===== config.mk =====
export PLATFORM = sky130hd
export DESIGN_NAME = iir_filter_mc
export DESIGN_NICKNAME = d
export VERILOG_FILES = /design/src/rtl/iir_filter_mc.sv
export SDC_FILE = /design/constraint.sdc
export NUM_CORES = 1
export LEC_CHECK = 0
export CORE_ASPECT_RATIO = 1.1
export CORE_MARGIN = 2
export CORE_UTILIZATION = 25
export CTS_CLUSTER_SIZE = 16
export DETAILED_ROUTE_END_ITERATION = 7
export PLACE_DENSITY = 0.44
export SYNTH_ARGS = -nofsm -noshare
export SYNTH_HDL_FRONTEND = slang
export SYNTH_SLANG_ARGS = --single-unit

===== constraint.sdc =====
create_clock -name clk -period 2.6 [get_ports clk]
set_input_delay 0.52 -clock clk [delete_from_list [all_inputs] [get_ports clk]]
set_output_delay 0.52 -clock clk [all_outputs]
set_load 0.005 [all_outputs]

===== src/rtl/iir_filter_mc.sv =====
// Multi-channel first-order IIR: y = sat(x + (a*y_prev) >>> CF), one shared
// iterative radix-2 Booth multiplier time-multiplexed across CH channels.
module iir_filter_mc #(
    parameter int W   = 8,
    parameter int CW  = 8,
    parameter int CF  = 6,
    parameter int CH  = 4,
    localparam int CHW = (CH > 1) ? $clog2(CH) : 1
) (
    input  logic                  clk,
    input  logic                  rst,
    input  logic                  in_valid,
    output logic                  in_ready,
    input  logic [CHW-1:0]        in_ch,
    input  logic signed [W-1:0]   in_x,
    input  logic                  coef_we,
    input  logic [CHW-1:0]        coef_ch,
    input  logic signed [CW-1:0]  coef_a,
    output logic                  out_valid,
    input  logic                  out_ready,
    output logic [CHW-1:0]        out_ch,
    output logic signed [W-1:0]   out_y,
    output logic                  out_sat
);
    localparam int PW   = W + CW;
    localparam int SW   = PW + 1;
    localparam int CNTW = $clog2(CW + 1);
    localparam logic [CNTW-1:0]     CNT_LAST = CNTW'(CW - 1);
    localparam logic [CHW:0]        CH_LIM   = (CHW + 1)'(CH);
    localparam logic signed [SW-1:0] SMAX    = SW'((64'sd1 <<< (W - 1)) - 1);
    localparam logic signed [SW-1:0] SMIN    = ~SMAX;

    typedef enum logic [1:0] {IDLE, MUL, ACC, OUT} state_t;

    state_t st, st_nx;
    logic [CH-1:0][W-1:0]  st_mem;
    logic [CH-1:0][CW-1:0] cf_mem;

    logic [CHW-1:0]        ch_q;
    logic signed [W-1:0]   x_q, m_q;
    logic signed [W:0]     acc, acc_add, m_ext;
    logic [CW-1:0]         q;
    logic                  q_1;
    logic [CNTW-1:0]       cnt;
    logic                  bad_q;
    logic                  in_ok, coef_ok;
    logic signed [PW-1:0]  prod, prod_sh;
    logic signed [SW-1:0]  p_ext, x_ext, sum;
    logic                  clip_hi, clip_lo;
    logic signed [W-1:0]   y_sat;

    assign in_ok   = {1'b0, in_ch} < CH_LIM;
    assign coef_ok = {1'b0, coef_ch} < CH_LIM;

    // Booth step: inspect {q[0], q_1}, add/sub multiplicand into the upper half.
    assign m_ext = {m_q[W-1], m_q};
    always_comb begin
        acc_add = acc;
        case ({q[0], q_1})
            2'b01:   acc_add = acc + m_ext;
            2'b10:   acc_add = acc - m_ext;
            default: acc_add = acc;
        endcase
    end

    // One guard bit in acc keeps -2^(W-1) subtractions exact; the product needs only PW bits.
    assign prod    = {acc[W-1:0], q};
    assign prod_sh = prod >>> CF;
    assign p_ext   = {prod_sh[PW-1], prod_sh};
    assign x_ext   = {{(SW-W){x_q[W-1]}}, x_q};
    assign sum     = p_ext + x_ext;
    assign clip_hi = sum > SMAX;
    assign clip_lo = sum < SMIN;
    assign y_sat   = clip_hi ? SMAX[W-1:0] : (clip_lo ? SMIN[W-1:0] : sum[W-1:0]);

    always_ff @(posedge clk) begin
        if (rst) st <= IDLE;
        else     st <= st_nx;
    end

    always_comb begin
        st_nx = st;
        case (st)
            IDLE: if (in_valid)           st_nx = MUL;
            MUL:  if (cnt == CNT_LAST)    st_nx = ACC;
            ACC:                          st_nx = OUT;
            OUT:  if (out_ready)          st_nx = IDLE;
            default:                      st_nx = IDLE;
        endcase
    end

    always_comb begin
        in_ready  = (st == IDLE);
        out_valid = (st == OUT);
    end

    always_ff @(posedge clk) begin
        if (rst) begin
            ch_q    <= '0;
            x_q     <= '0;
            m_q     <= '0;
            acc     <= '0;
            q       <= '0;
            q_1     <= 1'b0;
            cnt     <= '0;
            bad_q   <= 1'b0;
            out_ch  <= '0;
            out_y   <= '0;
            out_sat <= 1'b0;
        end else begin
            case (st)
                IDLE: if (in_valid) begin
                    ch_q  <= in_ch;
                    x_q   <= in_x;
                    m_q   <= in_ok ? st_mem[in_ch] : '0;
                    q     <= in_ok ? cf_mem[in_ch] : '0;
                    acc   <= '0;
                    q_1   <= 1'b0;
                    cnt   <= '0;
                    bad_q <= !in_ok;
                end
                MUL: begin
                    acc <= {acc_add[W], acc_add[W:1]};
                    q   <= {acc_add[0], q[CW-1:1]};
                    q_1 <= q[0];
                    cnt <= cnt + CNTW'(1);
                end
                ACC: begin
                    out_ch  <= ch_q;
                    out_y   <= bad_q ? '0 : y_sat;
                    out_sat <= !bad_q && (clip_hi || clip_lo);
                end
                default: ;
            endcase
        end
    end

    // Accept reads cf_mem before a same-edge write lands, so it sees the old coefficient.
    always_ff @(posedge clk) begin
        if (rst) begin
            st_mem <= '0;
            cf_mem <= '0;
        end else begin
            if (coef_we && coef_ok)
                cf_mem[coef_ch] <= coef_a;
            if (st == ACC && !bad_q)
                st_mem[ch_q] <= y_sat;
        end
    end
endmodule


# After elaboration in Yosys (flattened, before gate mapping)
# Index checks and enable logic that the tools add are counted.
op_classes:
  n_reduce_logical: 8
  n_eq_ne: 9
  muxes: 25
  add_sub_neg: 4
  magnitude_cmp: 7
op_table:
  columns: ["cell", "count"]
  rows:
  - ["32-bit bitwise mux", 2]
  - ["8-bit two-way mux", 7]
  - ["9-bit case mux with 2 select lines", 2]
  - ["8-bit binary-select mux with 2-bit select", 2]
  - ["8-bit demux with 2-bit select", 2]
  - ["8-bit case mux with 2 select lines", 1]
  - ["10-bit by 8-bit adder with 11-bit output", 1]
  - ["11-bit by 8-bit greater-than comparator with 1-bit output (second input constant)", 1]
  - ["11-bit by 8-bit < comparator with 1-bit output (second input constant)", 1]
  - ["9-bit by 8-bit adder with 9-bit output", 1]
  - ["2-bit by 3-bit < comparator with 1-bit output (second input constant)", 3]
  - ["9-bit two-way mux", 1]
  - ["9-bit by 8-bit subtractor with 9-bit output", 1]
  - ["2-bit case mux with 4 select lines", 1]
  - ["4-bit case mux with 2 select lines", 1]
  - ["2-bit == test (second input constant)", 3]
  - ["2-bit two-way mux", 3]
  - ["4-bit by 1-bit adder with 4-bit output (second input constant)", 1]
  - ["2-bit by 1-bit == test with 1-bit output (second input constant)", 2]
  - ["4-bit by 3-bit == test with 1-bit output (second input constant)", 1]
  - ["2-bit by 1-bit >= comparator with 1-bit output (second input constant)", 2]
  - ["4-bit two-way mux", 1]
  - ["2-bit != test (second input constant)", 2]
  - ["2-bit AND reduction", 2]
  - ["8 further kinds", 9]
word_totals:
  out_inout_bits: 13
  word_cells: 72
  ff_bits: 117
  in_bits: 25

# Depth between registers and ports, before layout
# Gate-level depths: netlist of run 1.
logic_depth:
  word_depth: 5
  mapped_depth: 13
  mapped_depth_nobuf: 12

# Least setup slack after synthesis of run 1
# Ideal clock, no wire load.
synth_timing:
  path_kind: "register to register"
  from: "register q[0]"
  to: "register acc[6]"
  path_slack_ps: -89
  n_path_buf: 1
  setup_ps: 62
  stages_incl_launch_ff: 13
  arrival_ps: 2627
  period_less_slack_ps: 2689
  required_ps: 2538
  cell_sequence: "dfxtp_1 ha_1 clkbuf_1 mux2_2 inv_1 ha_1 nor2b_1 o21ai_0 a21boi_0 o21ai_0 a21boi_0 or4_1 nand3_1"
synth_between:
  elab_chain_cells: 3
  elab_cells_between_ends: 4
  classes_between: "eq/ne: 2; mux: 2"
synth_rtl:
  columns: ["element", "line", "source"]
  rows:
  - ["from (decl)", "42", "logic [CW-1:0] q;"]
  - ["from (signal assigned)", "116", "q <= in_ok ? cf_mem[in_ch] : '0;"]
  - ["from (signal assigned)", "124", "q <= {acc_add[0], q[CW-1:1]};"]
  - ["2-bit == test / 2-bit by 1-bit == test with 1-bit output (equally long branches)", "59", "case ({q[0], q_1})"]
  - ["9-bit case mux with 2 select lines *", "59", null]
  - ["9-bit case mux with 2 select lines *", "111", "case (st)"]
  - ["to (signal assigned)", "123", "acc <= {acc_add[W], acc_add[W:1]};"]
  - ["to (decl)", "41", "logic signed [W:0] acc, acc_add, m_ext;"]
# Every way passes the cells marked *; elsewhere a longest branch is shown, timed or not.
# A chain may end at the register's enable or synchronous reset.

# Worst setup path in the final report of run 1
layout_timing:
  from: "register x_q[6]"
  to: "register st_mem[8] in the netlist's numbering"
layout_between:
  elab_chain_cells: 5
  elab_cells_between_ends: 6
  classes_between: "add/sub: 1; order compare: 2; mux: 3"
layout_rtl:
  columns: ["element", "line", "source"]
  rows:
  - ["from (decl)", "40", "logic signed [W-1:0] x_q, m_q;"]
  - ["from (signal assigned)", "114", "x_q <= in_x;"]
  - ["10-bit by 8-bit adder with 11-bit output *", "71", "assign sum = p_ext + x_ext;"]
  - ["11-bit by 8-bit < comparator with 1-bit output", "73", "assign clip_lo = sum < SMIN;"]
  - ["8-bit two-way mux", "74", "assign y_sat = clip_hi ? SMAX[W-1:0] : (clip_lo ? SMIN[W-1:0] : sum[W-1:0]);"]
  - ["8-bit two-way mux *", "74", null]
  - ["32-bit bitwise mux *", "147", "st_mem[ch_q] <= y_sat;"]
  - ["to (signal, indexed assignment)", "147", null]
  - ["to (decl)", "36", "logic [CH-1:0][W-1:0] st_mem;"]
# Marks and branches as above.

==> metrics.md, run 1 <==
| Metric | Value |
|---|---|
| Gpl congestion | 0.8010 |
| Final Core Density | 0.3343 |
| Clk pwr share | 0.353 |
| Clock Tree Buf Depth | 2 |
| Critical-path maximum fanout | 7 |
| RSZ-0062 raised after global routing | yes |
| Number of synthesized flops with an enable pin | 0 |
| Nets | 778 |
| Height of the die | 163.8 um |
| CTS tree | yes |
| Die W | 149.3 um |
| Placed cells | 998 |
| Post-synth ARST share | 0 |
| Detailed-route via count | 4943 |
| Setup violations, final | 0 |
| Layout area overhead | 31.61% |
| Worst-path clk slew | 0.05 ns |
| TritonCTS Sinks | 116 |
| Status | completed |
| Post-synth top cells | dfxtp_1 (116), nor2_1 (97), nand2_1 (70) |
| Fmax | 387.5 MHz |
| Post-Synthesis Cells | 655 |
| Seq pwr share | 0.325 |
| Row cnt | 58 |
| Post-synth top flop | dfxtp_1 |
| Initial antenna violation count | 0 |
| Distinct cell type count after synthesis | 55 |
| Drt via density | 4.757 |
| Final instance area | 7642 um2 |
| WP data required | 2.87 ns |
| WP depth | 12 |
| Leakage | 2.865 nW |
| Cell-by-cell trace of the critical path | ha_1 -> buf_4 -> o21ai_1 -> a21oi_1 -> o21ai_4 -> xor2_4 -> a31oi_1 -> buf_4 -> buf_6 -> o21ai_4 -> buf_6 -> o22ai_2 |
| CP top delay family | compound AO/OA/AOI/OAI gates |
| # diodes | 0 |
| Area of the core | 22860 um2 |
| Hold wc startpoint | st_mem[0] |
| Root Driver | clkbuf_16 |
| Die ar. | 24460 um2 |
| Cell Area, Synth | 5807 um2 |
| DP HPWL | 11160 um |
| Worst Setup Path Type | reg -> reg |
| Post-detailed-route count of antenna-violating nets | 0 |
| Setup TNS | 0 ns |
| Crit path DAT | 2.85 ns |
| Max IR drop VDD | 353.4 uV |
| Psw | 0.002211 W |
| Layout fillers | 2333 |
| Largest stage delay on the critical path | 0.35 ns |
| First-pass GRT wire length | 25470 um |
| Synth warnings | 0 |
| Worst Reg-to-Reg Cells | 12 |
| Period Utilization, post-route | 0.9925 |
| Worst relative slew slack | 0.5811 |
| Buf/Inv on CP | 4 |
| P per Cell Area | 866.5 nW/um2 |
| Fraction of layout cells with a size suffix above 1 | 0.1908 |
| Post-route DRC | 0 |
| Cell internal pwr | 0.004411 W |
| Vias in the first global route | 4965 |
| IO buf count | 37 |
| Num ports | 38 |
| Crit-path slowest cell | ha_1 |
| Syn_area_per_cell | 8.865 um2 |
| Hold-fix buffer count after cts | 0 |
| Routed WL per cell | 15.41 um |
| Largest net degree at the start of global routing | 70 |
| Clk_lat worst skew | 0.41 ns |
| Syn Nets | 707 |
| Non-Filler Instances | 1039 |
| Final Skew | 0.006549 ns |
| Least-Margin Pin Slew | 0.6283 ns |
| Post-synth top area share | 0.3999 |
| Max-Cap Viols | 0 |
| Hold WC Path Type | reg -> reg |
| Drt first pass iters | 4 |
| Final Max Slew Viols | 0 |
| FF+latch area | 2328 um2 |
| Sequential fraction of the synthesis area | 0.3999 |
| Top post-synthesis cells by area | dfxtp_1 (40%), mux2i_1 (6.4%), nor2_1 (6.3%) |
| Multi-input logic area | 3443 um2 |
| DRC violation total after the first TritonRoute iteration | 267 |
| CP Capture Type | flop |
| DP Area | 6760 um2 |
| Most common cell in the synthesized netlist | dfxtp_1 |
| CP startpoint kind | flop |
| #FFs+latches synth | 116 |
| RR Startpoint | x_q[6] |
| Starting Density | 0.2540 |
| Hold path cells | 2 |
| Setup crit start | x_q[6] |
| Overflow after GRT | 0 |
| Cts bufs inserted | 17 |
| Crit path time final | 2.581 ns |
| Total GRT Usage | 0.1332 |
| Switching Fraction | 0.3339 |
| Logic gate share of total power | 0.322 |
| CTS H-tree depth | 4 |
| Synth area leader | dfxtp_1 |
| Final Hold Fails | 0 |
| Final WL | 16010 um |
[sequential cells by signal (all words and copies together), names as in the netlist]
| signal | cells |
|---|---|
| out_ch | 2 |
| x_q | 8 |
| q_1 | 1 |
| ch_q | 2 |
| st_mem | 32 |
| cf_mem | 32 |
| m_q | 8 |
| q | 8 |
| st | 2 |
| out_sat | 1 |
| cnt | 4 |
| acc | 8 |
| out_y | 8 |
[placed cells by master (no fill, tap or decap), types with 6 or more instances in the layout]
master | Yosys | layout
buf_4 | 0 | 47
a21oi_2 | 5 | 6
a311oi_1 | 8 | 8
mux4_2 | 16 | 16
nand2_1 | 70 | 70
a211oi_1 | 27 | 23
clkbuf_16 | 0 | 17
clkdlybuf4s50_1 | 0 | 36
nor3_1 | 8 | 8
nand3_1 | 12 | 12
o21ai_0 | 17 | 12
a21oi_1 | 40 | 35
nand2b_1 | 19 | 18
inv_1 | 23 | 22
dfxtp_1 | 116 | 111
nor2_1 | 97 | 97
o22ai_1 | 11 | 9
mux2i_1 | 37 | 37
a22oi_1 | 7 | 7
xnor2_1 | 10 | 10
o21ai_1 | 7 | 9
ha_1 | 25 | 22
[worst min-delay path, delay by kind of cell (launching register included)]
family | cells | cell delay, ns
compound gates | 1 | 0.05
flops | 1 | 0.31
simple gates | 1 | 0.05
[area by class of cell]
class / count / area share
tap: 300 / 0.04912
sequential: 116 / 0.3047
multi-input combinational: 477 / 0.4506
inverter: 24 / 0.01179
clock inverter: 11 / 0.01637
timing repair buffer: 90 / 0.1059
clock buffer: 21 / 0.06156
[power by group through the flow]
stage	clock network [W]	registers, W	logic, W
after floorplan	0	0.00215	0.00120
after global placement	0	0.00217	0.00196
after detailed placement	0	0.00218	0.00198
after CTS	0.00239	0.00215	0.00208
after global routing	0.00248	0.00218	0.00235
final	0.00234	0.00215	0.00213
[through the flow]
stage	total power, W	hold WS [ns]	setup WS, ns
global placement	0.004132	0.4515	-0.01689
CTS	0.006624	0.4670	0.007576
detailed placement	0.004161	0.4533	-0.1711
floorplan	0.003346	0.4290	0.009943
global route	0.007006	0.4758	-0.08574
finish	0.006622	0.4652	0.01940
[layer usage]
metal	part of all wire	GRT usage	up-vias
met5	0	0	-
met4	0.022	0.05325	0
met3	0.026	0.03056	19
met2	0.49	0.2271	70
met1	0.46	0.1625	2370
li1	-	-	2484
[cell families after synthesis]
| group | synth area share |
|---|---|
| AOI/OAI and AO/OA | 0.1663 |
| xor gates and xnor gates | 0.02241 |
| adders and majority gates | 0.06076 |
| buffers and inverters | 0.04051 |
| DFF | 0.3999 |
| muxes | 0.1278 |
| and+or+nand+nor | 0.1823 |
[path summary, 6_finish.rpt]
path / to / slack, ns
worst min register to register: st_mem[0] / 0.47
worst max register to register: st_mem[8] / 0.02
worst max-delay path: st_mem[8] / 0.02
worst min-delay path: st_mem[0] / 0.47
[timing repair]
action	in CTS	in global routing
endpoints found under the setup margin	30	39
resized for setup	21	32
gates cloned	0	0
buffers inserted	4	5
pin swaps	5	9
No activity file was read; power rests on OpenSTA's default activity.
==> inputs of run 2 (changes only) <==
Settings changed: CAP_MARGIN set to 0.
==> results of run 2 <==
Final layout, timing and power as in run 1 (identical DEF).
